===== src/rtl/irq_pkg.sv =====
// Shared definitions for the interrupt controller: state encoding, default
// sizing and the fixed-priority encoder used for irq_top.
package irq_pkg;

    localparam int NUM_SRC_DEF     = 8;
    localparam int HOLDOFF_DEF     = 16;
    localparam int SYNC_STAGES_DEF = 2;

    typedef enum logic [1:0] {
        ST_IDLE    = 2'd0,
        ST_ACTIVE  = 2'd1,
        ST_HOLDOFF = 2'd2
    } irqState_e;

    // Lowest-numbered set bit wins; an empty vector encodes as 0.
    function automatic logic [2:0] prioEncode(input logic [7:0] vec);
        logic [2:0] idx;
        idx = '0;
        for (int i = 7; i >= 0; i--) begin
            if (vec[i]) idx = 3'(i);
        end
        return idx;
    endfunction

endpackage


===== src/rtl/irq_sync.sv =====
// Multi-stage synchronizer for the raw interrupt lines plus a rising-edge
// detector on the synchronized value.
module irq_sync
    import irq_pkg::*;
#(
    parameter int WIDTH  = NUM_SRC_DEF,
    parameter int STAGES = SYNC_STAGES_DEF
) (
    input  logic             clk,
    input  logic             reset_n,
    input  logic [WIDTH-1:0] async_i,
    output logic [WIDTH-1:0] sync_o,
    output logic [WIDTH-1:0] rise_o
);

    logic [WIDTH-1:0] stage_q [STAGES];
    logic [WIDTH-1:0] hist_q;
    logic [STAGES:0]  warm_q;

    // Edges are ignored until the chain has refilled after reset, so a line
    // already high at release becomes the baseline instead of a new event.
    always_ff @(posedge clk) begin
        if (!reset_n) begin
            for (int k = 0; k < STAGES; k++) stage_q[k] <= '0;
            hist_q <= '0;
            warm_q <= '0;
        end else begin
            stage_q[0] <= async_i;
            for (int k = 1; k < STAGES; k++) stage_q[k] <= stage_q[k-1];
            hist_q <= stage_q[STAGES-1];
            warm_q <= {warm_q[STAGES-1:0], 1'b1};
        end
    end

    assign sync_o = stage_q[STAGES-1];
    assign rise_o = stage_q[STAGES-1] & ~hist_q & {WIDTH{warm_q[STAGES]}};

endmodule


===== src/rtl/irq_ctrl.sv =====
// Interrupt controller: latches edge/level requests into a pending vector,
// tracks overruns, and gates the summary interrupt with a quiet-time holdoff.
module irq_ctrl
    import irq_pkg::*;
#(
    parameter int NUM_SRC     = NUM_SRC_DEF,
    parameter int HOLDOFF     = HOLDOFF_DEF,
    parameter int SYNC_STAGES = SYNC_STAGES_DEF
) (
    input  logic               clk,
    input  logic               reset_n,
    input  logic [NUM_SRC-1:0] src_in,
    input  logic [NUM_SRC-1:0] src_edge,
    input  logic [NUM_SRC-1:0] src_mask,
    input  logic [NUM_SRC-1:0] int_ack,
    output logic [NUM_SRC-1:0] int_pend,
    output logic [NUM_SRC-1:0] overrun,
    output logic               irq_any,
    output logic [2:0]         irq_top,
    output logic               busy
);

    localparam int CNT_W = (HOLDOFF > 0) ? $clog2(HOLDOFF + 1) : 1;
    localparam logic [CNT_W-1:0] CNT_LOAD = CNT_W'((HOLDOFF > 0) ? HOLDOFF - 1 : 0);

    logic [NUM_SRC-1:0] syncV, riseV, setEv;
    logic [NUM_SRC-1:0] pend_q, pend_d, ovr_q, ovr_d;
    logic [CNT_W-1:0]   cnt_q, cnt_d;
    irqState_e          state_q, state_d;
    logic               anyPend;

    irq_sync #(
        .WIDTH  (NUM_SRC),
        .STAGES (SYNC_STAGES)
    ) u_sync (
        .clk     (clk),
        .reset_n (reset_n),
        .async_i (src_in),
        .sync_o  (syncV),
        .rise_o  (riseV)
    );

    // A set event beats a simultaneous ack; overrun only counts edge retriggers.
    always_comb begin
        setEv  = (src_edge & riseV) | (~src_edge & syncV);
        pend_d = setEv | (pend_q & ~int_ack);
        ovr_d  = (ovr_q | (src_edge & riseV & pend_q)) & ~int_ack;
    end

    always_ff @(posedge clk) begin
        if (!reset_n) begin
            pend_q <= '0;
            ovr_q  <= '0;
        end else begin
            pend_q <= pend_d;
            ovr_q  <= ovr_d;
        end
    end

    assign int_pend = pend_q & src_mask;
    assign overrun  = ovr_q;
    assign anyPend  = |int_pend;
    assign irq_top  = prioEncode(int_pend);

    always_ff @(posedge clk) begin
        if (!reset_n) begin
            state_q <= ST_IDLE;
            cnt_q   <= '0;
        end else begin
            state_q <= state_d;
            cnt_q   <= cnt_d;
        end
    end

    always_comb begin
        state_d = state_q;
        cnt_d   = cnt_q;
        case (state_q)
            ST_IDLE: begin
                if (anyPend) state_d = ST_ACTIVE;
            end
            ST_ACTIVE: begin
                if (!anyPend) begin
                    if (HOLDOFF == 0) begin
                        state_d = ST_IDLE;
                    end else begin
                        state_d = ST_HOLDOFF;
                        cnt_d   = CNT_LOAD;
                    end
                end
            end
            ST_HOLDOFF: begin
                if (cnt_q == '0) state_d = anyPend ? ST_ACTIVE : ST_IDLE;
                else             cnt_d   = cnt_q - CNT_W'(1);
            end
            default: state_d = ST_IDLE;
        endcase
    end

    always_comb begin
        irq_any = (state_q == ST_ACTIVE) && anyPend;
        busy    = (state_q != ST_IDLE);
    end

endmodule

===== config.mk =====
export PLATFORM = sky130hd
export DESIGN_NAME = irq_ctrl
export DESIGN_NICKNAME = d
export VERILOG_FILES = /design/src/rtl/irq_pkg.sv /design/src/rtl/irq_sync.sv /design/src/rtl/irq_ctrl.sv
export SDC_FILE = /design/constraint.sdc
export NUM_CORES = 1
export LEC_CHECK = 0
export CORE_ASPECT_RATIO = 0.8
export CORE_MARGIN = 2
export CORE_UTILIZATION = 23
export CTS_BUF_LIST = sky130_fd_sc_hd__clkbuf_2 sky130_fd_sc_hd__clkbuf_4 sky130_fd_sc_hd__clkbuf_8
export CTS_CLUSTER_SIZE = 12
export DETAILED_ROUTE_END_ITERATION = 10
export HOLD_SLACK_MARGIN = 0.15
export SYNTH_ARGS = -nofsm -noshare
export SYNTH_HDL_FRONTEND = slang
export SYNTH_HIERARCHICAL = 1
export SYNTH_SLANG_ARGS = --single-unit

===== constraint.sdc =====
create_clock -name clk -period 1.49 [get_ports clk]
set_input_delay 0.298 -clock clk [delete_from_list [all_inputs] [get_ports clk]]
set_output_delay 0.298 -clock clk [all_outputs]
set_load 0.01 [all_outputs]

* Word-level counts from Yosys, hierarchy flattened
Memories as Yosys holds them, arrays and structs flattened. Cells that the tools add are included.
Cells by class: div/mod/pow operators 0, bitwise operators 16, eq/ne operators 6, shift operators 0, add/subtract/negate cells 1, reduce and logical (&&, ||, !) cells 8, order comparisons 0, mux-type cells 21, multipliers 0
Operators with widths (number):
- 8-bit AND | 8
- 3-bit two-way mux | 8
- 8-bit inverter | 3
- 8-bit OR | 3
- 8-bit two-way mux | 2
- 5-bit two-way mux | 2
- 5-bit case mux with 2 select lines | 1
- 2-bit != test, second input constant | 4
- 8-bit OR reduction | 1
- 2-bit two-way mux | 3
- 2-bit case mux with 3 select lines | 1
- 3-bit AND reduction | 2
- 5-bit zero test | 1
- 5-bit by 1-bit subtractor with 5-bit output, second input constant | 1
- 1-bit two-way mux | 4
- 2-bit nonzero test | 2
- 2-bit by 1-bit == test with 1-bit output, second input constant | 1
- 2-bit == test, second input constant | 1
- 2-bit zero test | 1
- 1-bit OR | 2
- 1-bit logical AND | 1
Storage, ports and cells: latch bits 0, bits in read-only memories 0, register bits 34, memories 1, word-level logic and storage cells 60, bits in writable memories 16, output and inout bits 21
Memory list:
- u_sync.stage_q | words 2, width 8, read ports 2, clocked after memory_dff 0, write ports 2, RTL line irq_sync.sv:16 | logic [WIDTH-1:0] stage_q [STAGES];

* Logic depth before layout (Yosys ltp)
Gate-level depths: netlist of run 1.
depth in word-level cells 9, gate-level depth with buffers 6

* Cells and area by module
The synthesis of run 1 kept the hierarchy.
By module, submodules not included:
- irq_ctrl | instances 1, cells an instance 119, area an instance 1107.3 µm²
- irq_sync | instances 1, cells an instance 71, area an instance 870.8 µm²

* Worst setup path after synthesis of run 1
No wires, ideal clock.
path kind register to register, from register cnt_q[0], to register cnt_q[3], cell stages (with the launch flop) 7, library setup time 119 ps, setup slack -126 ps, clock period less this slack 1616 ps, data arrival time 1497 ps, path through dfxtp_1 -> inv_1 -> ha_1 -> or3b_4 -> o21ba_1 -> o21bai_4 -> o221a_1
Between the ends: word-level cells in the longest chain between the ends 3, elaborated cells on any way between the ends 6
Ends and longest elaborated chain:
- start, declared | RTL line irq_ctrl.sv:28 | logic [CNT_W-1:0] cnt_q, cnt_d;
- start signal, assigned | RTL line irq_ctrl.sv:71 | cnt_q <= cnt_d;
- 5-bit by 1-bit subtractor with 5-bit output or 5-bit zero test (tied branches) | RTL line irq_ctrl.sv:94, irq_ctrl.sv:93
- 5-bit two-way mux or 2-bit != test (tied branches)
- 5-bit case mux with 2 select lines or 3-bit AND reduction (tied branches)
Parallel ways exist; a longest one is shown, timed or not. The select of a mux whose other input is x is not followed. A chain may end at the register's enable or synchronous reset.

* Worst setup path in the final report of run 1
from register pend_q[6], to output irq_any
Between the ends: word-level cells in the longest chain between the ends 3
Ends and longest elaborated chain:
- start, declared | RTL line irq_ctrl.sv:27 | logic [NUM_SRC-1:0] pend_q, pend_d, ovr_q, ovr_d;
- start signal, assigned | RTL line irq_ctrl.sv:55 | pend_q <= pend_d;
- 8-bit AND | RTL line irq_ctrl.sv:60 | assign int_pend = pend_q & src_mask;
- 8-bit OR reduction | RTL line irq_ctrl.sv:62 | assign anyPend = |int_pend;
- 1-bit logical AND | RTL line irq_ctrl.sv:101 | irq_any = (state_q == ST_ACTIVE) && anyPend;
- end, declared | RTL line irq_ctrl.sv:18 | output logic irq_any,
Every way passes these cells.

==> results by group, run 1 <==
Timing
  • Clock Skews: 8.31 ps
  • Final hold viol count: 0
  • Highest achievable clock rate: 594 MHz
  • PnR worst setup slack: -195 ps
  • Min Tclk post-route: 1680 ps
  • Rel. slew slack: 75.9%
  • Slew Viols, Final: 0
  • Setup repair after global routing missed its margin: true
  • Final setup fails: 9
  • Final period util: 113%
  • Worst slew pin tran: 361 ps

Pwr
  • Power density cells: 847 nW/um^2
  • Internal Power: 1940 uW
  • Leak: 0.00137 uW
  • Combinational share of power: 14.4%
  • Net Sw Power: 605 uW
  • Sequential power share: 55.5%
  • Share of power burned in the clock network: 30.0%
  • Maximum VDD drop: 367 uV
  • Net Sw Frac: 23.8%

Run status
  • Failing checks: setup timing
  • Status: finished, violations left

Clock network
  • Total CTS buffers: 5
  • Clock Pin Slew Worst Setup and Hold Paths: 90 ps
  • Bufs on Longest Clock Path: 2
  • Worst-Skew Late Latency: 300 ps
  • CTS tree: built
  • Clk root buf: clkbuf_8
  • CTS H-tree depth: 2
  • Clk sinks: 50

Setup path
  • Worst path bufs/invs: 2
  • Crit-path cells: buf_6, a22oi_2, nand4_4, nor2b_1, buf_2
  • Critical Path AT: 1390 ps
  • Highest net fanout along the worst path: 2
  • Worst Path Class, Setup: reg2out
  • Worst Setup Start Kind: flip-flop
  • Cell with the largest stage delay on the worst path: dfxtp_2
  • Crit-path max cell delay: 340 ps
  • Crit. End Element: output pin
  • Critical Path RT: 1190 ps
  • Top Family by Delay on Critical Path: flip-flops

Logic synthesis
  • Post-Syn Area: 1980 um^2
  • Fraction of the mapped netlist area in simple logic gates: 24.4%
  • Synth Area in Adders: 0.633%
  • Cell count after synthesis: 190
  • Yosys cell types: 33
  • Syn Nets: 225
  • Post-synthesis mux area share: 4.05%
  • Xor/xnor share of the synthesized area: 0.886%
  • Post-synthesis compound-gate area fraction: 13.2%
  • Seq/Total Area, Yosys: 50.6%
  • Synth Warn #: 6
  • #FFs+latches synth: 50
  • Largest family of logic cells by synthesized area: simple AND/OR/NAND/NOR gates
  • Mean area per synthesized cell: 10.4 um^2

Place
  • Pre-CTS setup slack: -750 ps
  • Placed wire-length estimate: 3.34 mm
  • Placed cell count: 371
  • Port buffer count: 54
  • RD Place Congestion: 0.760

Job
  • Max cap viols: 0

Routing
  • TritonRoute pass-1 iters: 4
  • Routed vias: 1566
  • Post-DRT Antenna Nets: 0
  • WL/cell: 11.9 um
  • Initial DRC Count: 28
  • Remaining DRCs: 0
  • Drt total wl: 4.61 mm
  • Vias per cell: 4.06

Die
  • Die Area: 9360 um^2
  • # rows: 30
  • Core Box Area: 8410 um^2
  • Die X: 108 um
  • Die height: 87.0 um
  • Initial core utilization: 23.5%
  • IO Pins: 55

GRT
  • Total grt overflow: 0
  • Initial antenna violation count: 0
  • Total track usage: 10.6%
  • Met2 Track Usage GR: 15.7%
  • Met1 Track Usage GR: 14.5%
  • First-pass GRT wire length: 7.65 mm
  • Layer with the highest usage: met2
  • Vias in the first global route: 1552
  • Largest net degree at the start of global routing: 51
  • GRT met3 Usage: 2.99%

Cells and area
  • Fraction of layout cells with a size suffix above 1: 37.2%
  • Antenna cell count: 0
  • Commonest non-fill, non-tap cell in the layout: dfxtp_1
  • Area growth syn-to-layout: 51.7%
  • Fin cells: 386
  • Most frequent cells in the layout: dfxtp_1 (40), buf_4 (29), clkdlybuf4s50_1 (25)
  • Nets: 309

Min path
  • Hold Crit Class: reg2reg
-- cell type report --
class,count,area (um^2)
Clock buffer,5,68.8
Clock inverter,2,15.0
Fill cell,883,5410
Inverter,9,33.8
Multi-Input combinational cell,119,961
Sequential cell,50,1010
Tap cell,112,140
Timing Repair Buffer,89,768
-- synth_stat cells (all sizes together) --
cell | count | share of area (%)
nand2b | 10 | 3.2
nor2b | 1 | 0.32
o22ai | 1 | 0.32
o21ai | 2 | 0.51
ha | 1 | 0.63
and3 | 1 | 0.32
a31oi | 8 | 2.5
o21ba | 1 | 0.51
a22oi | 4 | 1.5
or2 | 1 | 0.32
a211oi | 1 | 0.38
o221a | 2 | 1.1
xor2 | 2 | 0.89
and2 | 28 | 9.6
inv | 9 | 1.7
dfxtp | 50 | 51
or3b | 1 | 0.57
nand4 | 1 | 0.63
buf | 10 | 4.2
mux2i | 8 | 4.0
and3b | 8 | 3.5
o31ai | 1 | 0.38
nand2 | 12 | 2.3
clkbuf | 2 | 0.38
a21oi | 2 | 0.51
a21boi | 9 | 3.4
nor3 | 1 | 0.25
o21bai | 1 | 0.95
nor2 | 2 | 0.38
nor3b | 8 | 3.0
o211a | 2 | 1.0
-- worst paths after layout --
kind / start / to / slack, ps / cells after the start
worst max register to register: cnt_q[0] / cnt_q[3] / -160 / 6
worst min-delay path: u_sync/stage_q[0][5] / u_sync/stage_q[0][13] / 440 / 1
worst max-delay path: pend_q[6] / irq_any / -190 / 5
worst min register to register: u_sync/stage_q[0][5] / u_sync/stage_q[0][13] / 440 / 1
-- kinds of logic after synthesis --
logic type	count (synthesis)
xor gates and xnor gates	2
muxes	8
AOI/OAI and AO/OA	34
and+or+nand+nor	74
DFF	50
adders and majority gates	1
buffers and inverters	21
-- flip-flops by register name, summed over array words and instances (netlist names) --
signal and cells:
u_sync/stage_q 16, overrun 8, pend_q 8, u_sync/hist_q 8, cnt_q 5, u_sync/warm_q 3
state_q 2
-- worst reg2reg max path, stage by stage (launching register included) --
cell	delay, ps
dfxtp_2	330
inv_2	60
ha_4	130
or3b_4	380
o21ba_4	200
o21bai_4	190
o221a_1	250
-- power by group through the flow --
| stage | clock network, uW | registers [uW] | logic [uW] |
|---|---|---|---|
| 4_1_cts | 806 | 1410 | 359 |
| 3_5_place_dp | 0 | 1440 | 354 |
| 6_report | 764 | 1410 | 367 |
| 2_1_floorplan | 0 | 1440 | 157 |
| 3_3_place_gp | 0 | 1440 | 347 |
| 5_1_grt | 871 | 1420 | 402 |
-- per-stage QoR --
stage	total power (uW)	hold WS (ps)	TNS, ps	util, %	instance area, um^2
final	2540	441	-1020	35.7	3000
after global routing	2690	454	-1700	35.7	3000
after CTS	2580	444	-1160	35.1	2950
after detailed placement	1800	421	-8290	33.3	2800
after global placement	1790	414	-8040	33.3	2800
after floorplan	1590	326	-385	-	2000
-- layer usage --
| metal | vias to the layer above | wire, um |
|---|---|---|
| met4 | 0 | 71 |
| li1 | 807 | - |
| met1 | 716 | 2250 |
| met2 | 35 | 2040 |
| met5 | - | 0 |
| met3 | 8 | 250 |
-- repair_timing --
action / 4_1_cts / 5_1_grt
pin swaps: 10 / 6
endpoints found under the hold margin: 0 / 0
gates resized for setup: 80 / 19
buffers inserted: 6 / 3
setup endpoints to repair: 25 / 17
hold buffers: 0 / 0
Note: power is estimated with default switching activity, not from simulation.
==> run 2: changes to the inputs <==
--- a/config.mk
+++ b/config.mk
@@ -5,7 +5,7 @@
 export SDC_FILE = /design/constraint.sdc
 export NUM_CORES = 1
 export LEC_CHECK = 0
-export CORE_ASPECT_RATIO = 0.8
+export CORE_ASPECT_RATIO = 0.75
 export CORE_MARGIN = 2
 export CORE_UTILIZATION = 23
 export CTS_BUF_LIST = sky130_fd_sc_hd__clkbuf_2 sky130_fd_sc_hd__clkbuf_4 sky130_fd_sc_hd__clkbuf_8
==> constraint.sdc (replaced) <==
create_clock -name clk -period 1.49 [get_ports clk]
set_input_delay 0.149 -clock clk [delete_from_list [all_inputs] [get_ports clk]]
set_output_delay 0.149 -clock clk [all_outputs]
set_load 0.01 [all_outputs]
==> results by group, run 2 (synthesis results as in run 1) <==
Timing
  • Worst slew pin tran: 409 ps (+47.9 ps)
  • PnR worst setup slack: -143 ps (+51.7 ps)
  • Slew Viols, Final: 0 (unchanged)
  • Final period util: 110% (-3.5 points)
  • Final setup fails: 8 (-1)
  • Setup TNS: -676 ps (+345 ps)
  • Highest achievable clock rate: 612 MHz (+3.2%)
  • Final hold viol count: 0 (unchanged)
  • Min Tclk post-route: 1630 ps (-51.7 ps)
  • Rel. slew slack: 72.7% (-3.2 points)
  • WHS: 407 ps (-33.5 ps)
  • Clock Skews: 10.1 ps (+1.83 ps)
  • Setup repair after global routing missed its margin: true

Place
  • Placed cell count: 367 (-1.1%)
  • RD Place Congestion: 0.815 (+7.2%)
  • Pre-CTS setup slack: -528 ps (+222 ps)
  • Placed wire-length estimate: 3.25 mm (-2.5%)
  • Port buffer count: 54 (unchanged)
  • Post-DP Area: 2800 um^2 (-0.18%)

Clock network
  • CTS H-tree depth: 2 (unchanged)
  • Clk sinks: 50 (unchanged)
  • Clock Pin Slew Worst Setup and Hold Paths: 100 ps (about the same)
  • Worst-Skew Late Latency: 300 ps (about the same)
  • Clk root buf: clkbuf_8
  • Bufs on Longest Clock Path: 2 (unchanged)
  • CTS tree: built
  • Total CTS buffers: 5 (unchanged)

Routing
  • Initial DRC Count: 34 (+21%)
  • Post-DRT Antenna Nets: 0 (unchanged)
  • WL/cell: 11.6 um (-2.9%)
  • Drt total wl: 4.35 mm (-5.6%)
  • Remaining DRCs: 0 (unchanged)
  • TritonRoute pass-1 iters: 4 (unchanged)
  • Vias per cell: 4.07 (+0.30%)
  • Routed vias: 1526 (-2.6%)

Die
  • # rows: 29 (-3.3%)
  • Initial core utilization: 23.5% (-0.028 points)
  • Die X: 111 um (+3.2%)
  • Core Box Area: 8420 um^2 (+0.12%)
  • IO Pins: 55 (unchanged)
  • Die height: 84.3 um (-3.0%)
  • Die Area: 9370 um^2 (about the same)

Pwr
  • Leak: 0.00128 uW (-6.2%)
  • Maximum VDD drop: 440 uV (+20%)
  • Power density cells: 884 nW/um^2 (+4.3%)

GRT
  • Total track usage: 9.64% (-0.94 points)
  • Largest net degree at the start of global routing: 51 (unchanged)
  • Vias in the first global route: 1528 (-1.5%)
  • Initial antenna violation count: 0 (unchanged)
  • Total grt overflow: 0 (unchanged)
  • First-pass GRT wire length: 7.19 mm (-6.0%)

Cells and area
  • Register with the most flip-flops: u_sync/stage_q
  • Fraction of layout cells with a size suffix above 1: 28.1% (-9.1 points)
  • Fillcell total: 842 (-4.6%)
  • Number of flip-flops in the largest register: 16 (unchanged)
  • Nets: 301 (-2.6%)
  • Area growth syn-to-layout: 49.5%
  • Fin cells: 375 (-2.8%)
  • Final instance area: 2960 um^2 (-1.5%)
  • FF+latch area: 1010 um^2 (-0.62%)
  • Antenna cell count: 0 (unchanged)
  • Multi-input logic area: 941 um^2 (-2.1%)
  • Most frequent cells in the layout: dfxtp_1 (45), clkdlybuf4s50_1 (40), buf_4 (25)
  • Commonest non-fill, non-tap cell in the layout: dfxtp_1

Setup path
  • Worst R2R Path Depth: 6 (unchanged)
  • Critical Path RT: 1680 ps (+490 ps)
  • Worst Path Class, Setup: reg2reg
  • Highest net fanout along the worst path: 5 (+3)
  • Crit. End Element: flip-flop
  • Worst Setup Start Kind: flip-flop
  • Critical Path AT: 1820 ps (+430 ps)

Run status
  • Failing checks: setup timing
  • Status: finished, violations left

Min path
  • Hold Crit Class: in2reg
  • Hold Crit Depth: 2 (+1)

Job
  • Max cap viols: 0 (unchanged)
==> run 2: cell types whose count changed in the layout (fill, tap and decap cells not counted), sizes merged <==
cell           before  now
clkbuf              8    6
inv                 9   10
dlygate4sd2        15    9
clkdlybuf4s50      25   40
clkinvlp            2    1
clkdlybuf4s15       3    1
dlymetal6s2s        1    0
buf                42   31
==> run 2: what timing repair did <==
| item | in CTS | in global routing |
|---|---|---|
| pin swaps | 3 | 3 |
| buffers inserted | 1 | 0 |
| setup endpoints to repair | 18 | 11 |
| resized for setup | 43 | 8 |
| hold buffers | 0 | 0 |
==> run 2: worst paths after layout <==
check,startpoint,end,slack [ps]
setup / recovery,cnt_q[0],cnt_q[3],-140
hold / removal,int_ack[0],overrun[0],410
setup reg to reg,cnt_q[0],cnt_q[3],-140
hold reg to reg,u_sync/stage_q[0][0],u_sync/stage_q[0][8],440
==> run 2: final cells by class <==
| class | instances | share of cell area (%) |
|---|---|---|
| inverter | 9 | 1.14 |
| tap | 108 | 4.57 |
| clock inverter | 2 | 0.550 |
| clock buffer | 6 | 2.79 |
| multi-input combinational | 119 | 31.8 |
| timing repair buffer | 81 | 25.1 |
| sequential | 50 | 34.1 |
==> run 2: critical path, stage by stage, from the launching register on <==
cell and delay, ps:
dfxtp_2 330, inv_2 60, ha_4 120, or3b_4 380
o21ba_4 200, o21bai_4 190, o221a_1 250
==> run 2: power breakdown <==
part / internal, uW / leakage [uW] / switching (uW)
Sequential: 1380 / 0.000411 / 26.3
Clock: 383 / 0.0000478 / 463
Combinational: 227 / 0.000823 / 130
Total: 2000 / 0.00128 / 619
==> run 2: routing by layer <==
metal	GRT usage (%)	wire [um]	up-vias	part of all wire, %
met5	0	0	-	0
met3	3.61	245	5	5.6
met2	16.2	2010	29	46
li1	-	-	791	-
met4	2.36	32	0	0.74
met1	11.9	2060	701	47
==> run 2: stage by stage <==
| stage | util [%] | total power, uW |
|---|---|---|
| floorplan | - | 1590 |
| global placement | 33.2 | 1790 |
| detailed placement | 33.2 | 1790 |
| CTS | 34.9 | 2670 |
| global route | 35.1 | 2750 |
| finish | 35.1 | 2610 |
==> run 3: changes to the inputs <==
--- a/config.mk
+++ b/config.mk
@@ -5,8 +5,9 @@
 export SDC_FILE = /design/constraint.sdc
 export NUM_CORES = 1
 export LEC_CHECK = 0
+export CAP_MARGIN = 20
 export CORE_ASPECT_RATIO = 0.75
-export CORE_MARGIN = 2
+export CORE_MARGIN = 4
 export CORE_UTILIZATION = 23
 export CTS_BUF_LIST = sky130_fd_sc_hd__clkbuf_2 sky130_fd_sc_hd__clkbuf_4 sky130_fd_sc_hd__clkbuf_8
 export CTS_CLUSTER_SIZE = 12
==> results by group, run 3 (synthesis results as in run 1) <==
Place
  • Placed wire-length estimate: 3.39 mm (+4.2%)
  • Pre-CTS setup slack: -470 ps (+58.4 ps)
  • Port buffer count: 54 (unchanged)
  • RD Place Congestion: 0.712 (-13%)

Pwr
  • Power density cells: 912 nW/um^2 (+3.2%)
  • Leak: 0.00131 uW (+2.5%)
  • Maximum VDD drop: 408 uV (-7.3%)

Die
  • Initial core utilization: 24.3% (+0.84 points)
  • # rows: 28 (-3.4%)
  • IO Pins: 55 (unchanged)
  • Die X: 115 um (+3.6%)
  • Core Box Area: 8130 um^2 (-3.4%)
  • Die height: 88.3 um (+4.7%)
  • Die Area: 10200 um^2 (+8.5%)

Timing
  • Clock Skews: 13.6 ps (+3.48 ps)
  • PnR worst setup slack: -129 ps (+13.6 ps)
  • Worst slew pin tran: 333 ps (-76.1 ps)
  • Setup repair after global routing missed its margin: true
  • Final setup fails: 7 (-1)
  • Highest achievable clock rate: 618 MHz (+0.84%)
  • Slew Viols, Final: 0 (unchanged)
  • Final period util: 109% (-0.92 points)
  • Final hold viol count: 0 (unchanged)
  • Setup TNS: -503 ps (+173 ps)
  • Min Tclk post-route: 1620 ps (-13.6 ps)
  • Rel. slew slack: 77.8% (+5.0 points)

Routing
  • Remaining DRCs: 0 (unchanged)
  • WL/cell: 12.2 um (+5.2%)
  • Routed vias: 1512 (-0.92%)
  • Post-DRT Antenna Nets: 0 (unchanged)
  • Drt total wl: 4.59 mm (+5.5%)
  • TritonRoute pass-1 iters: 4 (unchanged)
  • Initial DRC Count: 38 (+12%)
  • Vias per cell: 4.02 (-1.2%)

GRT
  • Total track usage: 9.37% (-0.28 points)
  • Initial antenna violation count: 0 (unchanged)
  • First-pass GRT wire length: 7.50 mm (+4.3%)
  • Total grt overflow: 0 (unchanged)
  • Largest net degree at the start of global routing: 51 (unchanged)
  • Vias in the first global route: 1493 (-2.3%)

Min path
  • Hold Crit Class: in2reg

Cells and area
  • Nets: 305 (+1.3%)
  • FF+latch area: 1010 um^2 (+0.50%)
  • Antenna cell count: 0 (unchanged)
  • Area growth syn-to-layout: 50.9%
  • Commonest non-fill, non-tap cell in the layout: dfxtp_1
  • Fillcell total: 832 (-1.2%)
  • Register with the most flip-flops: u_sync/stage_q
  • Fraction of layout cells with a size suffix above 1: 30.3% (+2.2 points)
  • Number of flip-flops in the largest register: 16 (unchanged)
  • Multi-input logic area: 921 um^2 (-2.1%)
  • Most frequent cells in the layout: dfxtp_1 (43), clkdlybuf4s50_1 (39), buf_4 (26)

Run status
  • Failing checks: setup timing
  • Status: finished, violations left

Setup path
  • Critical Path AT: 1820 ps (about the same)
  • Highest net fanout along the worst path: 5 (unchanged)
  • Critical Path RT: 1690 ps (about the same)
  • Worst Path Class, Setup: reg2reg
  • Crit. End Element: flip-flop
  • Worst Setup Start Kind: flip-flop

Clock network
  • CTS tree: built
  • Clock Pin Slew Worst Setup and Hold Paths: 100 ps (about the same)
  • Bufs on Longest Clock Path: 2 (unchanged)
  • Worst-Skew Late Latency: 300 ps (about the same)
  • Clk root buf: clkbuf_8
  • Clk sinks: 50 (unchanged)
  • CTS H-tree depth: 2 (unchanged)
  • Total CTS buffers: 5 (unchanged)
  • # hold bufs at CTS: 0 (unchanged)

Job
  • Max cap viols: 0 (unchanged)
run 3: power breakdown:
part / switching, uW / leakage, uW / internal (uW)
clock network: 463 / 0.0000504 / 500
registers: 26.1 / 0.000412 / 1380
logic: 125 / 0.000852 / 226
run 3: path summary, 6_finish.rpt:
kind                 endpoint  slack [ps]  cells after the start             start
max                  cnt_q[2]        -130                      6          cnt_q[0]
min                overrun[2]         400                      2        int_ack[2]
max reg2reg          cnt_q[2]        -130                      6          cnt_q[0]
min reg2reg  u_sync/warm_q[1]         420                      1  u_sync/warm_q[0]
run 3: metrics by stage:
| stage | total power, uW | instances | util (%) | instance area, um^2 | hold WS, ps |
|---|---|---|---|---|---|
| detailed placement | 1790 | 363 | 34.3 | 2790 | 417 |
| CTS | 2760 | 374 | 36.1 | 2930 | 395 |
| global route | 2860 | 376 | 36.7 | 2990 | 403 |
| global placement | 1780 | 363 | 34.3 | 2790 | 414 |
| finish | 2720 | 376 | 36.7 | 2990 | 404 |
| floorplan | 1590 | 190 | - | 2000 | 177 |
run 3: worst max-delay path, cell delays in order (launching register included):
cell and delay, ps:
dfxtp_2 340, inv_2 60, ha_4 120, or3b_4 370, o21ba_4 200, o21bai_4 180, o221a_1 240
run 3: final cells by class:
type                       instances  area share, %
clock inverter                     3           1.51
inverter                           9           1.13
clock buffer                       5           2.31
tap                              105           4.40
multi-input combinational        119           30.8
sequential                        50           33.9
timing repair buffer              85           25.9
run 3: what timing repair did:
item	in CTS	in global routing
resized for setup	38	17
pin swaps	5	8
setup endpoints to repair	18	11
setup buffers	3	2
endpoints found under the hold margin	0	0
gates cloned	0	0
run 3: metal layers:
metal	vias up	GRT usage [%]	routed length, um
met3	2	3.14	281
li1	802	-	-
met1	676	13.1	2300
met2	32	13.8	2000
met4	0	2.56	15
met5	-	0	0
